**config.mk**
```make
export PLATFORM = sky130hd
export DESIGN_NAME = datapath_mux
export DESIGN_NICKNAME = d
export VERILOG_FILES = /design/src/rtl/datapath_mux_pkg.sv /design/src/rtl/datapath_mux_sel_mux4.sv /design/src/rtl/datapath_mux.sv
export SDC_FILE = /design/constraint.sdc
export NUM_CORES = 1
export LEC_CHECK = 0
export CAP_MARGIN = 20
export CORE_AREA = 3 3 95 97
export DETAILED_ROUTE_END_ITERATION = 12
export DIE_AREA = 0 0 98 100
export DONT_BUFFER_PORTS = 1
export GPL_ROUTABILITY_DRIVEN = 0
export MAX_ROUTING_LAYER = met4
export SYNTH_ARGS = -nofsm -noshare
export SYNTH_HDL_FRONTEND = slang
export SYNTH_SLANG_ARGS = --single-unit
export TNS_END_PERCENT = 30
```
**constraint.sdc**
```tcl
create_clock -name vclk -period 1.4
set_input_delay 0.14 -clock vclk [all_inputs]
set_output_delay 0.14 -clock vclk [all_outputs]
set_load 0.05 [all_outputs]
```
**src/rtl/datapath_mux_pkg.sv**
```systemverilog
// -----------------------------------------------------------------------------
// datapath_mux_pkg
//
// Purpose: shared select encodings and link defaults for the write-back /
//          operand steering block (datapath_mux) and its 4-to-1 mux.
//
// Contents:
//   reg_dst_e   - destination register select (rt / rd / link / reserved)
//   wb_sel_e    - write-back data select (ALU / memory / link / reserved)
//   alu_src_e   - ALU B operand select (register / immediate)
//   DEF_LINK_REG, DEF_LINK_OFS - defaults for the link destination and offset
//   is_rsvd_*   - helpers flagging the reserved encodings
// -----------------------------------------------------------------------------
package datapath_mux_pkg;

    localparam int DEF_LINK_REG = 31;
    localparam int DEF_LINK_OFS = 4;

    typedef enum logic [1:0] {
        REGDST_RT   = 2'b00,
        REGDST_RD   = 2'b01,
        REGDST_LINK = 2'b10,
        REGDST_RSVD = 2'b11
    } reg_dst_e;

    typedef enum logic [1:0] {
        WB_ALU  = 2'b00,
        WB_MEM  = 2'b01,
        WB_LINK = 2'b10,
        WB_RSVD = 2'b11
    } wb_sel_e;

    typedef enum logic {
        ALUSRC_REG = 1'b0,
        ALUSRC_IMM = 1'b1
    } alu_src_e;

    // Equality (not case) so an X select propagates an X flag instead of
    // silently falling into a default branch.
    function automatic logic is_rsvd_reg_dst(input logic [1:0] sel);
        return (sel == REGDST_RSVD);
    endfunction

    function automatic logic is_rsvd_wb_sel(input logic [1:0] sel);
        return (sel == WB_RSVD);
    endfunction

endpackage

```
**src/rtl/datapath_mux_sel_mux4.sv**
```systemverilog
// -----------------------------------------------------------------------------
// sel_mux4
//
// Purpose: width-parameterised 4-to-1 selector used for the destination
//          register address and the write-back data.
//
// Parameters:
//   W      - data width
// Ports:
//   sel    in  2   select (00 -> in0, 01 -> in1, 10 -> in2, 11 -> in3)
//   in0..3 in  W   candidate sources
//   out    out W   selected source
// -----------------------------------------------------------------------------
module sel_mux4
    import datapath_mux_pkg::*;
#(
    parameter int W = 32
) (
    input  logic [1:0]   sel,
    input  logic [W-1:0] in0,
    input  logic [W-1:0] in1,
    input  logic [W-1:0] in2,
    input  logic [W-1:0] in3,
    output logic [W-1:0] out
);

    // Nested ternaries rather than a case statement: an unknown select bit
    // yields unknown output bits instead of being resolved to one branch.
    logic [W-1:0] lo_pair;
    logic [W-1:0] hi_pair;

    assign lo_pair = sel[0] ? in1 : in0;
    assign hi_pair = sel[0] ? in3 : in2;
    assign out     = sel[1] ? hi_pair : lo_pair;

endmodule

```
**src/rtl/datapath_mux.sv**
```systemverilog
// -----------------------------------------------------------------------------
// datapath_mux
//
// Purpose: steers the register-file write address, the write-back data and
//          the ALU B operand for a MIPS-style datapath, and flags use of the
//          reserved select encodings.
//
// Configuration macro:
//   DATAPATH_MUX_REG_OUT_EN - when defined, all four outputs are registered
//                             on rising clk (1-cycle latency) and cleared by
//                             the synchronous active-low reset. When
//                             undefined, outputs are purely combinational and
//                             clk/reset are ignored; the port list is the same.
//
// Parameters:
//   DATA_W   - datapath word width
//   REG_AW   - register-file address width
//   LINK_REG - destination register for link writes
//   LINK_OFS - offset added to pc for the link value
//
// Ports:
//   clk             in  1       rising-edge clock
//   reset           in  1       synchronous active-low reset
//   reg_dst         in  2       destination select (rt/rd/link/reserved)
//   rt              in  REG_AW  instruction field [20:16]
//   rd              in  REG_AW  instruction field [15:11]
//   data_to_reg_sel in  2       write-back select (alu/mem/link/reserved)
//   alu_out         in  DATA_W  ALU result
//   dm_out          in  DATA_W  data-memory read data
//   pc              in  DATA_W  current PC
//   alu_src         in  1       ALU B select (register/immediate)
//   gpr_b           in  DATA_W  register-file port B data
//   ext_imm         in  DATA_W  extended immediate
//   reg_rd          out REG_AW  selected write address
//   wb_data         out DATA_W  selected write-back data
//   alu_b           out DATA_W  selected ALU B operand
//   sel_err         out 1       a reserved select encoding is in use
// -----------------------------------------------------------------------------
module datapath_mux
    import datapath_mux_pkg::*;
#(
    parameter int DATA_W   = 32,
    parameter int REG_AW   = 5,
    parameter int LINK_REG = DEF_LINK_REG,
    parameter int LINK_OFS = DEF_LINK_OFS
) (
    input  logic              clk,
    input  logic              reset,
    input  logic [1:0]        reg_dst,
    input  logic [REG_AW-1:0] rt,
    input  logic [REG_AW-1:0] rd,
    input  logic [1:0]        data_to_reg_sel,
    input  logic [DATA_W-1:0] alu_out,
    input  logic [DATA_W-1:0] dm_out,
    input  logic [DATA_W-1:0] pc,
    input  logic              alu_src,
    input  logic [DATA_W-1:0] gpr_b,
    input  logic [DATA_W-1:0] ext_imm,
    output logic [REG_AW-1:0] reg_rd,
    output logic [DATA_W-1:0] wb_data,
    output logic [DATA_W-1:0] alu_b,
    output logic              sel_err
);

    localparam logic [REG_AW-1:0] LINK_ADDR = REG_AW'(LINK_REG);
    localparam logic [DATA_W-1:0] LINK_INC  = DATA_W'(LINK_OFS);

    logic [DATA_W-1:0] link_val;
    logic [REG_AW-1:0] reg_rd_mux;
    logic [DATA_W-1:0] wb_data_mux;

    logic [REG_AW-1:0] reg_rd_d;
    logic [DATA_W-1:0] wb_data_d;
    logic [DATA_W-1:0] alu_b_d;
    logic              sel_err_d;

    // Natural DATA_W-bit addition: the carry out is dropped so the link
    // value wraps modulo 2^DATA_W.
    assign link_val = pc + LINK_INC;

    sel_mux4 #(
        .W (REG_AW)
    ) u_reg_rd_mux (
        .sel (reg_dst),
        .in0 (rt),
        .in1 (rd),
        .in2 (LINK_ADDR),
        .in3 ('0),
        .out (reg_rd_mux)
    );

    sel_mux4 #(
        .W (DATA_W)
    ) u_wb_data_mux (
        .sel (data_to_reg_sel),
        .in0 (alu_out),
        .in1 (dm_out),
        .in2 (link_val),
        .in3 ('0),
        .out (wb_data_mux)
    );

    always_comb begin
        reg_rd_d  = reg_rd_mux;
        wb_data_d = wb_data_mux;
        alu_b_d   = (alu_src == ALUSRC_IMM) ? ext_imm : gpr_b;
        sel_err_d = is_rsvd_reg_dst(reg_dst) | is_rsvd_wb_sel(data_to_reg_sel);
    end

`ifdef DATAPATH_MUX_REG_OUT_EN

    logic [REG_AW-1:0] reg_rd_q;
    logic [DATA_W-1:0] wb_data_q;
    logic [DATA_W-1:0] alu_b_q;
    logic              sel_err_q;

    // Output register stage; reset wins over any selection presented on
    // the same edge, so a pending selection is discarded.
    always_ff @(posedge clk) begin
        if (!reset) begin
            reg_rd_q  <= '0;
            wb_data_q <= '0;
            alu_b_q   <= '0;
            sel_err_q <= 1'b0;
        end else begin
            reg_rd_q  <= reg_rd_d;
            wb_data_q <= wb_data_d;
            alu_b_q   <= alu_b_d;
            sel_err_q <= sel_err_d;
        end
    end

    assign reg_rd  = reg_rd_q;
    assign wb_data = wb_data_q;
    assign alu_b   = alu_b_q;
    assign sel_err = sel_err_q;

`else

    // clk and reset are kept on the port list for drop-in compatibility with
    // the registered build but have no function here.
    logic unused_clk_reset;
    assign unused_clk_reset = clk ^ reset;

    assign reg_rd  = reg_rd_d;
    assign wb_data = wb_data_d;
    assign alu_b   = alu_b_d;
    assign sel_err = sel_err_d;

`endif

endmodule

```
; Yosys cells after proc, flatten, opt, wreduce, memory -nomap -nowiden
; Index checks and enable logic that the tools add are counted.
[word_totals]
in_bits = 177
wordCells = 11
output_inout_bits = 70
register_bits = 0
[op_classes]
mux = 7
n_bitwise = 1
add_sub_neg = 1
n_eq_ne = 2
[ops]
columns = cell, count
row1 = two-way mux 32 bit, 4
row2 = "adder 32 x 3 -> 32 bit, second input constant", 1
row3 = two-way mux 5 bit, 3
row4 = "equality test 2 bit, second input constant", 2
row5 = OR 1 bit, 1

; Depth between registers and ports, before layout
[logic_depth]
ltp_word = 3
mapped_depth = 7
depth_no_buf = 5

; Cells and area by module
; From an unflattened synthesis, not the netlist that was laid out.
[unflattened]
cells_unflattened = 165
area_unflattened_um2 = 1895.6
[by_module_without_submodules]
columns = mod, cells_each, area_each_um2, n_inst
row1 = datapath_mux, 120, 957.2, 1
row2 = sel_mux4 at u_wb_data_mux, 39, 814.5, 1
row3 = sel_mux4 at u_reg_rd_mux, 6, 123.9, 1

; Least setup slack after synthesis
; No wires, ideal clock.
[synth_timing]
path_kind = input-to-output
startpoint = input data_to_reg_sel[0]
endpoint = output wb_data[0]
cell_stages = 4
slack_ps = -756
arrival_time_ps = 2016
required_ps = 1260
n_path_buf = 2
path_cell_list = buf_2 buf_1 mux2i_1 o21ai_0
[synth_via]
elab_chain_cells = 2
[synth_rtl]
columns = element, line
row1 = "start, declared", datapath_mux.sv:52  ; input logic [1:0] data_to_reg_sel,
row2 = two-way mux 32 bit (on tied branches), "datapath_mux_sel_mux4.sv:32, datapath_mux_sel_mux4.sv:33"
row3 = two-way mux 32 bit *, datapath_mux_sel_mux4.sv:34  ; assign out = sel[1] ? hi_pair : lo_pair;
row4 = "end, declared", datapath_mux.sv:60  ; output logic [DATA_W-1:0] wb_data,
; Mark *: on every way between the ends. The rest lies on a longest branch, timed or not.

; Worst setup path after layout
[layout_timing]
startpoint = input pc[12]
endpoint = output wb_data[19]
[layout_via]
elab_chain_cells = 3
[layout_rtl]
columns = element, line
row1 = "start, declared", datapath_mux.sv:55  ; input logic [DATA_W-1:0] pc,
row2 = adder 32 x 3 -> 32 bit, datapath_mux.sv:79  ; assign link_val = pc + LINK_INC;
row3 = two-way mux 32 bit, datapath_mux_sel_mux4.sv:33  ; assign hi_pair = sel[0] ? in3 : in2;
row4 = two-way mux 32 bit, datapath_mux_sel_mux4.sv:34
; Every way passes these cells.

==> reports/results.env <==
PIN_COUNT_OF_THE_BIGGEST_NET_ENTERING_GLOBAL_ROUTING=36
POSTROUTEWIRELENGTH_UM=8920
SEQUENTIAL_CELL_AREA_UM2=0
FLOORPLAN.DIE.HEIGHT_UM=100
FLOW.AREA_GROWTH_FROM_SYNTHESIS_PCT=82.4
CP.ARRIVAL_NS=1.56
FIN_CRIT_SH=1.21
IO_PINS=247
TOP_LAYER='met4'
SYNTH_SEQ_AREA_SHARE=0
GRT_PASS1_VIAS=2302
POST_PLACE_WORST_SLACK_NS=-0.326
FIN_WS_NS=-0.301
MET1_LENGTH_UM=3060
FLOORPLAN.DIE.WIDTH_UM=98
CRIT_TYPE='in2out'
MAXSLEWVIOLCOUNT=0
FIN_UTIL=0.396
P_LEAK_uW=0.00127
WORSTMARGINPINSLEW_NS=0.495
DETAIL_ROUTE.FIRST_PASS.ITERATIONS=4
WL_PER_CELL_UM=21.2
TIMING.FMAX_MHz=588
POST-DP-HPWL_UM=7380
POST_DRT_VIA_CELL_RATIO=5.64
VIOLATIONS='setup timing'
CP.REQUIRED_NS=1.26
OUTCOME='finished, violations left'
DETAIL-ROUTE-ANTENNA-NETS=0
FINAL.MIN_CLOCK_PERIOD_NS=1.70
DR_TOTAL_VIAS=2369
FINAL.CLKBUF_COUNT=0
INITIAL_UTILIZATION=0.217
YOSYSTOPAREACELL='sky130_fd_sc_hd__mux2_2'
LAYOUT.FILLER_CELLS=806
DR.FIRST_ITER.DRC_COUNT=64
GRT_USAGE=0.162
LAYOUTNONFILLERINSTCOUNT=420
POSTSYNTHNETCOUNT=429
REPORT.FINAL.SETUP_VIOL=14
SLEW_HEADROOM=0.671
DR_WL_MET3_UM=810
NUMPLACEDINSTANCES=406
DETAILED_PLACE.AREA_MM2=0.00293
MET2WIRELENGTH_UM=4970
MAX-VDD-IR-DROP_V=0.000294
STARTPOINT_TYPE='primary input'
FINAL-HOLD-VIOLATION-COUNT=0
PORT_BUFFERS=0
GRT_FIRST_PASS_WIRELENGTH_UM=12600
DRCVIOLATIONCOUNT=0
FP-ROW-COUNT=33
SYNTH_LARGEST_TYPE_AREA_FRACTION=0.202
TIMING.HOLD.WORST.CLASS='in2out'
DIE_OUTLINE_AREA_MM2=0.00980
DRIVE_ABOVE_1_SHARE=0.532
RSZ0062_AT_GRT='yes'
CP-END-KIND='primary output'
SYNTHESIS.AREA_MM2=0.00179
SYNTH_CELL_TYPE_COUNT=38
FIN_TOTAL_PWR_uW=1470
SYNTH_CELLS=251
SYNTH.TOP_CELLS.BY_AREA='sky130_fd_sc_hd__mux2_2 (20%), sky130_fd_sc_hd__mux2i_1 (18%), sky130_fd_sc_hd__xnor2_1 (6.9%)'
P_PER_AREA_mW_PER_MM2=451
PLACEABLECOREAREA_MM2=0.00822
LAYOUT.CELL_AREA.NON_FILLER_MM2=0.00326
DESIGN.SEQ.COUNT=0
FINALNETCOUNT=494
CAP_VIOL_MAX_COUNT=0
GRT_REMAINING_OVERFLOW=0
ANTENNA_FOUND_INITIAL=1
CRIT_FANOUT=4
SYN_AREA_PER_CELL_UM2=7.11
SYNTH.YOSYS.WARNINGS=0
## through the flow
step	hold slack [ns]	TNS, ns
2_1_floorplan	0.482	-4.28
3_3_place_gp	0.488	-2.73
3_5_place_dp	0.497	-2.78
4_1_cts	0.497	-1.42
5_1_grt	0.499	-2.47
6_report	0.497	-1.35
## worst max-delay path: stages
cell and delay (ns):
sky130_fd_sc_hd__nand4_1 0.13, sky130_fd_sc_hd__or3_4 0.42, sky130_fd_sc_hd__or4_1 0.49, sky130_fd_sc_hd__o211ai_1 0.16, sky130_fd_sc_hd__clkbuf_16 0.22
## power by group
group	internal [uW]	switching (uW)	leakage, uW	total [uW]
registers	0	0	0	0
logic	572	898	0.00127	1470
clock network	0.0000955	0	0.00000000634	0.0000955
## what timing repair did
item,4_1_cts,5_1_grt
hold buffers,0,0
resized for setup,29,16
setup endpoints to repair,21,20
pin swaps,14,12
setup buffers,8,5
## cell type report
class	instances	area [um2]	share of cell area
diodes	1	2.50	0.000768
inverters	3	11.3	0.00346
repair buffers	81	981	0.301
multi-input cells	230	2130	0.654
well taps	105	131	0.0403
## cells by family (layout without fill, tap and decap cells)
kind of cell    Yosys count  after routing  synth area share
compound gates           49             49             0.191
xor+xnor                 15             15            0.0736
fa+ha+maj                 1              1           0.00701
buf+inv                  21             84            0.0470
mux                      64             64             0.381
other cells               0              1                 0
simple gates            101            101             0.300
## synth_stat cells (5+ instances only)
cell,number
sky130_fd_sc_hd__o21ai_0,7
sky130_fd_sc_hd__o22ai_1,17
sky130_fd_sc_hd__o211ai_1,5
sky130_fd_sc_hd__nor4_1,7
sky130_fd_sc_hd__nand3_1,10
sky130_fd_sc_hd__mux2_2,32
sky130_fd_sc_hd__mux2i_1,32
sky130_fd_sc_hd__xnor2_1,14
sky130_fd_sc_hd__nor3_1,9
sky130_fd_sc_hd__clkbuf_1,7
sky130_fd_sc_hd__nor2_1,25
sky130_fd_sc_hd__a311o_1,5
sky130_fd_sc_hd__nand4_1,10
sky130_fd_sc_hd__buf_1,7
sky130_fd_sc_hd__nand2_1,24
## per-layer routing
layer	up-vias	track usage
met5	-	-
met2	151	0.314
met3	6	0.0313
met4	0	0.0224
met1	1111	0.174
li1	1101	-
## placed cells by master (no fill, tap or decap), types with 4 or more instances in the layout
cell	n
sky130_fd_sc_hd__buf_4	42
sky130_fd_sc_hd__mux2i_1	32
sky130_fd_sc_hd__mux2_2	32
sky130_fd_sc_hd__buf_12	25
sky130_fd_sc_hd__nand2_1	24
sky130_fd_sc_hd__nor2_1	23
sky130_fd_sc_hd__xnor2_1	13
sky130_fd_sc_hd__o22ai_2	13
sky130_fd_sc_hd__buf_6	12
sky130_fd_sc_hd__nand4_1	10
sky130_fd_sc_hd__nor4_4	7
sky130_fd_sc_hd__nand3_1	6
sky130_fd_sc_hd__a311o_1	5
sky130_fd_sc_hd__o211ai_1	5
sky130_fd_sc_hd__nor3_1	4
sky130_fd_sc_hd__o21ai_1	4
## final timing paths
path,cells past startpoint,startpoint,endpoint
worst max-delay path,5,pc[12],wb_data[19]
worst min-delay path,2,data_to_reg_sel[1],wb_data[0]
Power figures use the tool's default switching activity.
